$ cat src/rtl/demux_pkg.sv
// Constants shared by the demux feed FIFO and the 2-lane demultiplexer it drives.
package demux_pkg;

   localparam int DATA_WIDTH = 8;
   localparam int SEL_BIT    = 7;
   localparam int FIFO_DEPTH = 8;

   localparam logic LANE0 = 1'b0;
   localparam logic LANE1 = 1'b1;

   // True when the lane addressed by sel is currently refusing words.
   function automatic logic lane_paused(input logic sel, input logic pause0, input logic pause1);
      return (sel == LANE1) ? pause1 : pause0;
   endfunction

endpackage

$ cat src/rtl/fifo_mem.sv
// DEPTH x DATA_WIDTH register array: synchronous write, asynchronous read.
module fifo_mem #(
   parameter int DEPTH      = demux_pkg::FIFO_DEPTH,
   parameter int DATA_WIDTH = demux_pkg::DATA_WIDTH,
   parameter int ADDR_WIDTH = $clog2(DEPTH)
) (
   input  logic                  clk,
   input  logic                  we,
   input  logic [ADDR_WIDTH-1:0] waddr,
   input  logic [DATA_WIDTH-1:0] wdata,
   input  logic [ADDR_WIDTH-1:0] raddr,
   output logic [DATA_WIDTH-1:0] rdata
);

   logic [DATA_WIDTH-1:0] r_mem [DEPTH];

   // NOTE: storage has no reset; the pointers and count guarantee nothing stale is ever read out.
   always_ff @(posedge clk) begin
      if (we) r_mem[waddr] <= wdata;
   end

   assign rdata = r_mem[raddr];

endmodule

$ cat src/rtl/demux_feed_fifo.sv
// Buffering/routing stage ahead of the 2-lane demux with head-of-line pause control.
// Optional build macro DROP_COUNT_EN adds a saturating drop_count output.
module demux_feed_fifo #(
   parameter int DATA_WIDTH = demux_pkg::DATA_WIDTH,
   parameter int DEPTH      = demux_pkg::FIFO_DEPTH,
   parameter int ADDR_WIDTH = $clog2(DEPTH),
   parameter int SEL_BIT    = demux_pkg::SEL_BIT,
   parameter int AF_THRESH  = 6,
   parameter int AE_THRESH  = 2
) (
   input  logic                  clk,
   input  logic                  reset,
   input  logic [DATA_WIDTH-1:0] data_in,
   input  logic                  push,
   input  logic                  pause0,
   input  logic                  pause1,
   output logic [DATA_WIDTH-1:0] data_out,
   output logic                  valid_out,
   output logic                  selector,
   output logic                  full,
   output logic                  empty,
   output logic                  almost_full,
   output logic                  almost_empty,
   output logic                  overflow_err
`ifdef DROP_COUNT_EN
   ,output logic [7:0]           drop_count
`endif
);

   import demux_pkg::*;

   localparam int CW = ADDR_WIDTH + 1;

   logic [ADDR_WIDTH-1:0] r_wr_ptr;
   logic [ADDR_WIDTH-1:0] r_rd_ptr;
   logic [CW-1:0]         r_count;
   logic [DATA_WIDTH-1:0] r_data_out;
   logic                  r_valid_out;
   logic                  r_selector;
   logic                  r_overflow_err;

   logic [DATA_WIDTH-1:0] w_head;
   logic                  w_head_sel;
   logic                  w_push_ok;
   logic                  w_drop;
   logic                  w_pop;

   assign full         = (r_count == CW'(DEPTH));
   assign empty        = (r_count == '0);
   assign almost_full  = (r_count >= CW'(AF_THRESH));
   assign almost_empty = (r_count <= CW'(AE_THRESH));

   fifo_mem #(
      .DEPTH      (DEPTH),
      .DATA_WIDTH (DATA_WIDTH),
      .ADDR_WIDTH (ADDR_WIDTH)
   ) u_mem (
      .clk   (clk),
      .we    (w_push_ok),
      .waddr (r_wr_ptr),
      .wdata (data_in),
      .raddr (r_rd_ptr),
      .rdata (w_head)
   );

   // The head word alone decides the pop, so a paused head also blocks the other lane.
   always_comb begin
      w_head_sel = w_head[SEL_BIT];
      w_push_ok  = push && !full;
      w_drop     = push && full;
      w_pop      = !empty && !lane_paused(w_head_sel, pause0, pause1);
   end

   // NOTE: state updates use non-blocking assignments so every flop samples pre-edge values.
   always_ff @(posedge clk or posedge reset) begin
      if (reset) begin
         r_wr_ptr       <= '0;
         r_rd_ptr       <= '0;
         r_count        <= '0;
         r_data_out     <= '0;
         r_valid_out    <= 1'b0;
         r_selector     <= 1'b0;
         r_overflow_err <= 1'b0;
      end else begin
         if (w_push_ok) r_wr_ptr <= r_wr_ptr + 1'b1;
         if (w_drop)    r_overflow_err <= 1'b1;

         r_valid_out <= w_pop;
         if (w_pop) begin
            r_rd_ptr   <= r_rd_ptr + 1'b1;
            r_data_out <= w_head;
            r_selector <= w_head_sel;
         end

         case ({w_push_ok, w_pop})
            2'b10:   r_count <= r_count + 1'b1;
            2'b01:   r_count <= r_count - 1'b1;
            default: r_count <= r_count;
         endcase
      end
   end

   assign data_out     = r_data_out;
   assign valid_out    = r_valid_out;
   assign selector     = r_selector;
   assign overflow_err = r_overflow_err;

`ifdef DROP_COUNT_EN
   logic [7:0] r_drop_count;

   always_ff @(posedge clk or posedge reset) begin
      if (reset)                               r_drop_count <= '0;
      else if (w_drop && r_drop_count != 8'hFF) r_drop_count <= r_drop_count + 1'b1;
   end

   assign drop_count = r_drop_count;
`endif

endmodule

$ cat config.mk
export PLATFORM = sky130hd
export DESIGN_NAME = demux_feed_fifo
export DESIGN_NICKNAME = d
export VERILOG_FILES = /design/src/rtl/demux_pkg.sv /design/src/rtl/fifo_mem.sv /design/src/rtl/demux_feed_fifo.sv
export SDC_FILE = /design/constraint.sdc
export NUM_CORES = 1
export LEC_CHECK = 0
export ABC_AREA = 1
export CAP_MARGIN = 20
export CELL_PAD_IN_SITES_DETAIL_PLACEMENT = 1
export CELL_PAD_IN_SITES_GLOBAL_PLACEMENT = 1
export CORE_UTILIZATION = 50
export CTS_BUF_LIST = sky130_fd_sc_hd__clkbuf_4 sky130_fd_sc_hd__clkbuf_8 sky130_fd_sc_hd__clkbuf_16
export CTS_CLUSTER_DIAMETER = 200
export DETAILED_ROUTE_END_ITERATION = 7
export PLACE_DENSITY = 0.93
export RECOVER_POWER = 25
export SLEW_MARGIN = 20
export SYNTH_ARGS = -nofsm -noshare
export SYNTH_HDL_FRONTEND = slang
export SYNTH_SLANG_ARGS = --single-unit
export TNS_END_PERCENT = 100
$ cat constraint.sdc
create_clock -name clk -period 6.2 [get_ports clk]
set_input_delay 1.24 -clock clk [delete_from_list [all_inputs] [get_ports clk]]
set_output_delay 1.24 -clock clk [all_outputs]
set_load 0.02 [all_outputs]
======== After elaboration in Yosys (flattened, before gate mapping) ========
Memories as Yosys holds them, arrays and structs flattened.
Index checks and enable logic that the tools add are counted.
cells by class
  add/sub/neg operators ................... 4
  mux-type cells .......................... 4
  equal/unequal tests ..................... 3
  $lt $le $gt $ge ......................... 2
  reductions and logical operators ........ 8
operators with widths
  operator             number
  $pmux 4 s2           1
  $add 3x1->3 const B  2
  $add 4x1->4 const B  1
  $eq 4x4->1 const B   1
  $ge 4x3->1 const B   1
  $le 4x2->1 const B   1
  $logic_not 4->1      1
  $sub 4x1->4 const B  1
  $logic_and 1x1->1    3
  $logic_not 1->1      3
  $mux 1               3
  $eq 2x1->1 const B   1
  $eq 2x2->1 const B   1
  $reduce_bool 2->1    1
word-level totals
  output and inout port bits .............. 15
  register bits ........................... 21
  input port bits ......................... 13
  RAM bits ................................ 64
  memories ................................ 1
memories
  memory       words  bits a word  rd ports  clocked after Yosys merged registers in  write ports  RTL line        text
  u_mem.r_mem  8      8            1         0                                        1            fifo_mem.sv:15  logic [DATA_WIDTH-1:0] r_mem [DEPTH];

======== Depth between registers and ports, before layout ========
An unclocked memory read counts as a cell.
  word-level depth ........................ 6
  depth in mapped cells ................... 16

======== Hierarchy ========
Synthesis repeated with hierarchy kept, for this count alone.
unflattened totals
  cells, all modules ...................... 404
  area total of the unflattened synthesis .. 3861.2 um^2
by module, submodules not included
  module           cells an instance  seq. area each (um^2)  instances  area an instance (um^2)
  fifo_mem         295                1921.8                 1          2890.3
  demux_feed_fifo  109                500.5                  1          970.9

======== Least setup slack after synthesis ========
Ideal clock, no wire load.
  kind .................................... input port to flip-flop
  start point ............................. input pause1
  end point ............................... register r_count[3]
  setup slack ............................. 3.380 ns
  data arrival time ....................... 2.690 ns
  stages .................................. 11
  setup time .............................. 0.131 ns
  cells stage by stage .................... nand3_1 nand3_2 buf_6 inv_1 ha_1 ha_1 a21oi_1 nand2_1 a21oi_1 o21ai_0 xor2_1
between the ends
  cells in the longest elaborated chain, start to end .. 5
  elaborated cells between the ends (all ways) .. 7
  classes of those cells .................. eq/ne (2); mux (2); reduce/logical (3)
RTL lines
  item                                                    RTL line               text
  from (decl)                                             demux_feed_fifo.sv:16  input logic pause1,
  $mux 1 (*)                                              demux_pkg.sv:13        return (sel == LANE1) ? pause1 : pause0;
  $logic_not 1->1 (*)                                     demux_feed_fifo.sv:71  w_pop = !empty && !lane_paused(w_head_sel, pause0, pause1);
  $logic_and 1x1->1 (*)                                   demux_feed_fifo.sv:71
  named net w_pop                                         demux_feed_fifo.sv:46  logic w_pop;
  $eq 2x1->1 / $eq 2x2->1 (equally long branches)         demux_feed_fifo.sv:95  case ({w_push_ok, w_pop})
  $pmux 4 s2 / $reduce_bool 2->1 (equally long branches)  -
  to (signal assigned)                                    demux_feed_fifo.sv:96  2'b10: r_count <= r_count + 1'b1;
  to (signal assigned)                                    demux_feed_fifo.sv:97  2'b01: r_count <= r_count - 1'b1;
  to (signal assigned)                                    demux_feed_fifo.sv:98  default: r_count <= r_count;
  to (decl)                                               demux_feed_fifo.sv:36  logic [CW-1:0] r_count;
The timed path passes the listed nets; every way through them passes the cells marked *.
A chain may end at the register's enable or synchronous reset.

======== Worst setup path in the final report ========
  start point ............................. register r_count[0]
  end point ............................... output empty
between the ends
  cells in the longest elaborated chain, start to end .. 1
RTL lines
  item             RTL line               text
  $logic_not 4->1  demux_feed_fifo.sv:49  assign empty = (r_count == '0);
  to (decl)        demux_feed_fifo.sv:21  output logic empty,
No other way between the ends.

==> reports/results.ini <==
[status]
status=completed

[clocking]
hold_buffers=0
clock_latency_ns=0.36
cts-root-buf=clkbuf_8
post_cts_buffers=0
cts_tree=yes
numCtsBuffers=9
htreeDepth=3
clockBufferDepth=2
cts.sinks=84
clk_pin_slew_worst_paths_ns=0.08
cts_resized=0

[synth]
netlist-cell-type-count=24
synth_fp_nets=352
seq_area_frac_synth_pct=66.4
synth_fa_ha_area_share_pct=2.26
syn_area_um2=3650
synth-simple-area-share_pct=15.8
synth-compound-area-share_pct=8.03
async_reset_ff_share_pct=23.8
synth_top_area_cell=edfxtp_1
synth-edff-count=64
synth_mux_area_share_pct=0
synth_top_family_by_area=simple AND/OR/NAND/NOR gates
synthFlopType=edfxtp_1
syn_inst=333
synth_top_area_share_pct=52.7
synthTopCellsByArea=edfxtp_1, dfrtp_1, nand2_1
ys_warn_count=0
synth_xor_area_share_pct=0.961
ys_ff_latch=84
avgSynthCellArea_um2=10.9

[pwr]
p_leak_nw=1.70
ir_drop_uv=231
power_density_nw_per_um2=516

[routing]
drt_iter0_drc=180
drcViolationCount=0
drt.antenna.violating_nets=0
wl_per_cell_um=19.1
via_per_inst=5.47
num_vias=2510
firstDrtPassIters=4
routed_wl_mm=8.77

[floorplan]
io_pins=28
core_um2=6910
die-area_um2=7640
start_util_pct=52.8
die_w_um=87.4
rows=30
die_y_um=87.4

[timing]
skew_ns=0.0111
period_needed_ns=3.28
hold_viol=0
post-route-period-util_pct=52.8
rsz0062_at_grt=false
worst_slew_pin_slew_ns=1.00
slew_viol_final=0
slew-limit-headroom_pct=33.1
hold_slack_ns=0.479
tns_ns=0
max_clock_freq_ghz=0.305
final-setup-viol-count=0

[placement]
portBuffers=27
place_hpwl_mm=5.88
routabilityCongestion=0.764
placed_cell_area_um2=3940

[worst_hold_path]
holdPathStages=1
min_path_type=register to register

[worst_setup_path]
endpoint_kind=output port
cp_max_fo=12
worstSetupPathType=register to output port
crit_required_ns=4.96
reg2reg_setup_slack_ns=2.96
start_kind=register
cp.arrival_ns=2.04
reg2reg_depth=13

[layout]
stdcell_area_um2=4190
num-nets-final=377
diodes=0
layout-drive-gt1-share_pct=8.54
mostFrequentLayoutCells=nand2_1, edfxtp_1, o21ai_0
fin_util_pct=60.6
syn2layout_area_growth_pct=14.8

[grt]
grt_max_degree=43
overflow=0
grt_pass1_wl_mm=14.1
grt_antenna_before_repair=0
grt_pass1_vias=2744
grtUsageTotal_pct=25.8

[flow_run]
cap_violations=0

[cells in the mapped netlist (2+ instances only)]
cell type  count
dfrtp_1       20
nand3_2        4
o21ai_0       41
edfxtp_1      64
buf_2          3
o21ai_1        7
buf_6          4
ha_1           5
nor2_1        39
a21oi_1        9
buf_4          5
xor2_1         3
inv_1         32
nand2_1       64
nand2_2        4
inv_2          3
nand3_1       18
clkbuf_1       2
[state kept, by name (all words and copies together) (netlist names)]
register / count
u_mem.r_mem: 64
r_count: 4
data_out: 8
r_wr_ptr: 3
overflow_err: 1
valid_out: 1
r_rd_ptr: 3
[power breakdown]
group          total, mW  internal, mW  switching [mW]
combinational      0.849         0.290           0.559
sequential         0.829         0.740          0.0893
clock              0.480         0.270           0.209
total               2.16          1.30           0.857
[final cells by class]
type / count / area, µm²
clock inverters: 7 / 124
repair buffers: 28 / 278
clock buffers: 9 / 124
flip-flops and latches: 84 / 2420
inverters: 35 / 131
multi-input cells: 200 / 987
well taps: 96 / 120
fillers: 759 / 2720
[worst max-delay path, cell delays in order, from the launching register on]
cell and delay, ns:
dfrtp_1 0.44, nor2_1 0.16, nand2_1 0.29, inv_1 0.18, clkdlybuf4s50_1 0.62
[layer usage]
| metal | up-vias | part of all wire [%] | GRT usage, % |
|---|---|---|---|
| li1 | 1162 | - | - |
| met1 | 1258 | 40 | 30.0 |
| met2 | 64 | 53 | 45.7 |
| met3 | 26 | 3.6 | 3.89 |
| met4 | 0 | 3.4 | 14.3 |
| met5 | - | 0 | 0 |
[path summary, 6_finish.rpt]
check,from,end
min reg2reg,overflow_err$_DFFE_PP0P_,overflow_err$_DFFE_PP0P_
min,overflow_err$_DFFE_PP0P_,overflow_err$_DFFE_PP0P_
max reg2reg,r_rd_ptr[1]$_DFFE_PP0P_,r_count[3]$_DFFE_PP0P_
max,r_count[0]$_DFFE_PP0P_,empty
min in group asynchronous,reset,valid_out$_DFF_PP0_
max in group asynchronous,reset,r_wr_ptr[0]$_DFFE_PP0P_
[logic make-up (layout without fill, tap and decap cells)]
| group | Yosys count | count (layout) |
|---|---|---|
| simple gates | 132 | 132 |
| xor+xnor | 4 | 4 |
| fa+ha+maj | 6 | 6 |
| buf+inv | 49 | 79 |
| compound gates | 58 | 58 |
| flops | 84 | 84 |
[through the flow]
stage / std cells / total power, mW / worst slack, ns
2_1_floorplan: 333 / 1.43 / 3.38
3_3_place_gp: 443 / 1.61 / 2.77
3_5_place_dp: 443 / 1.69 / 2.62
4_1_cts: 459 / 2.17 / 2.92
5_1_grt: 459 / 2.29 / 2.65
6_report: 459 / 2.16 / 2.92
(Power assumes the default switching activity.)
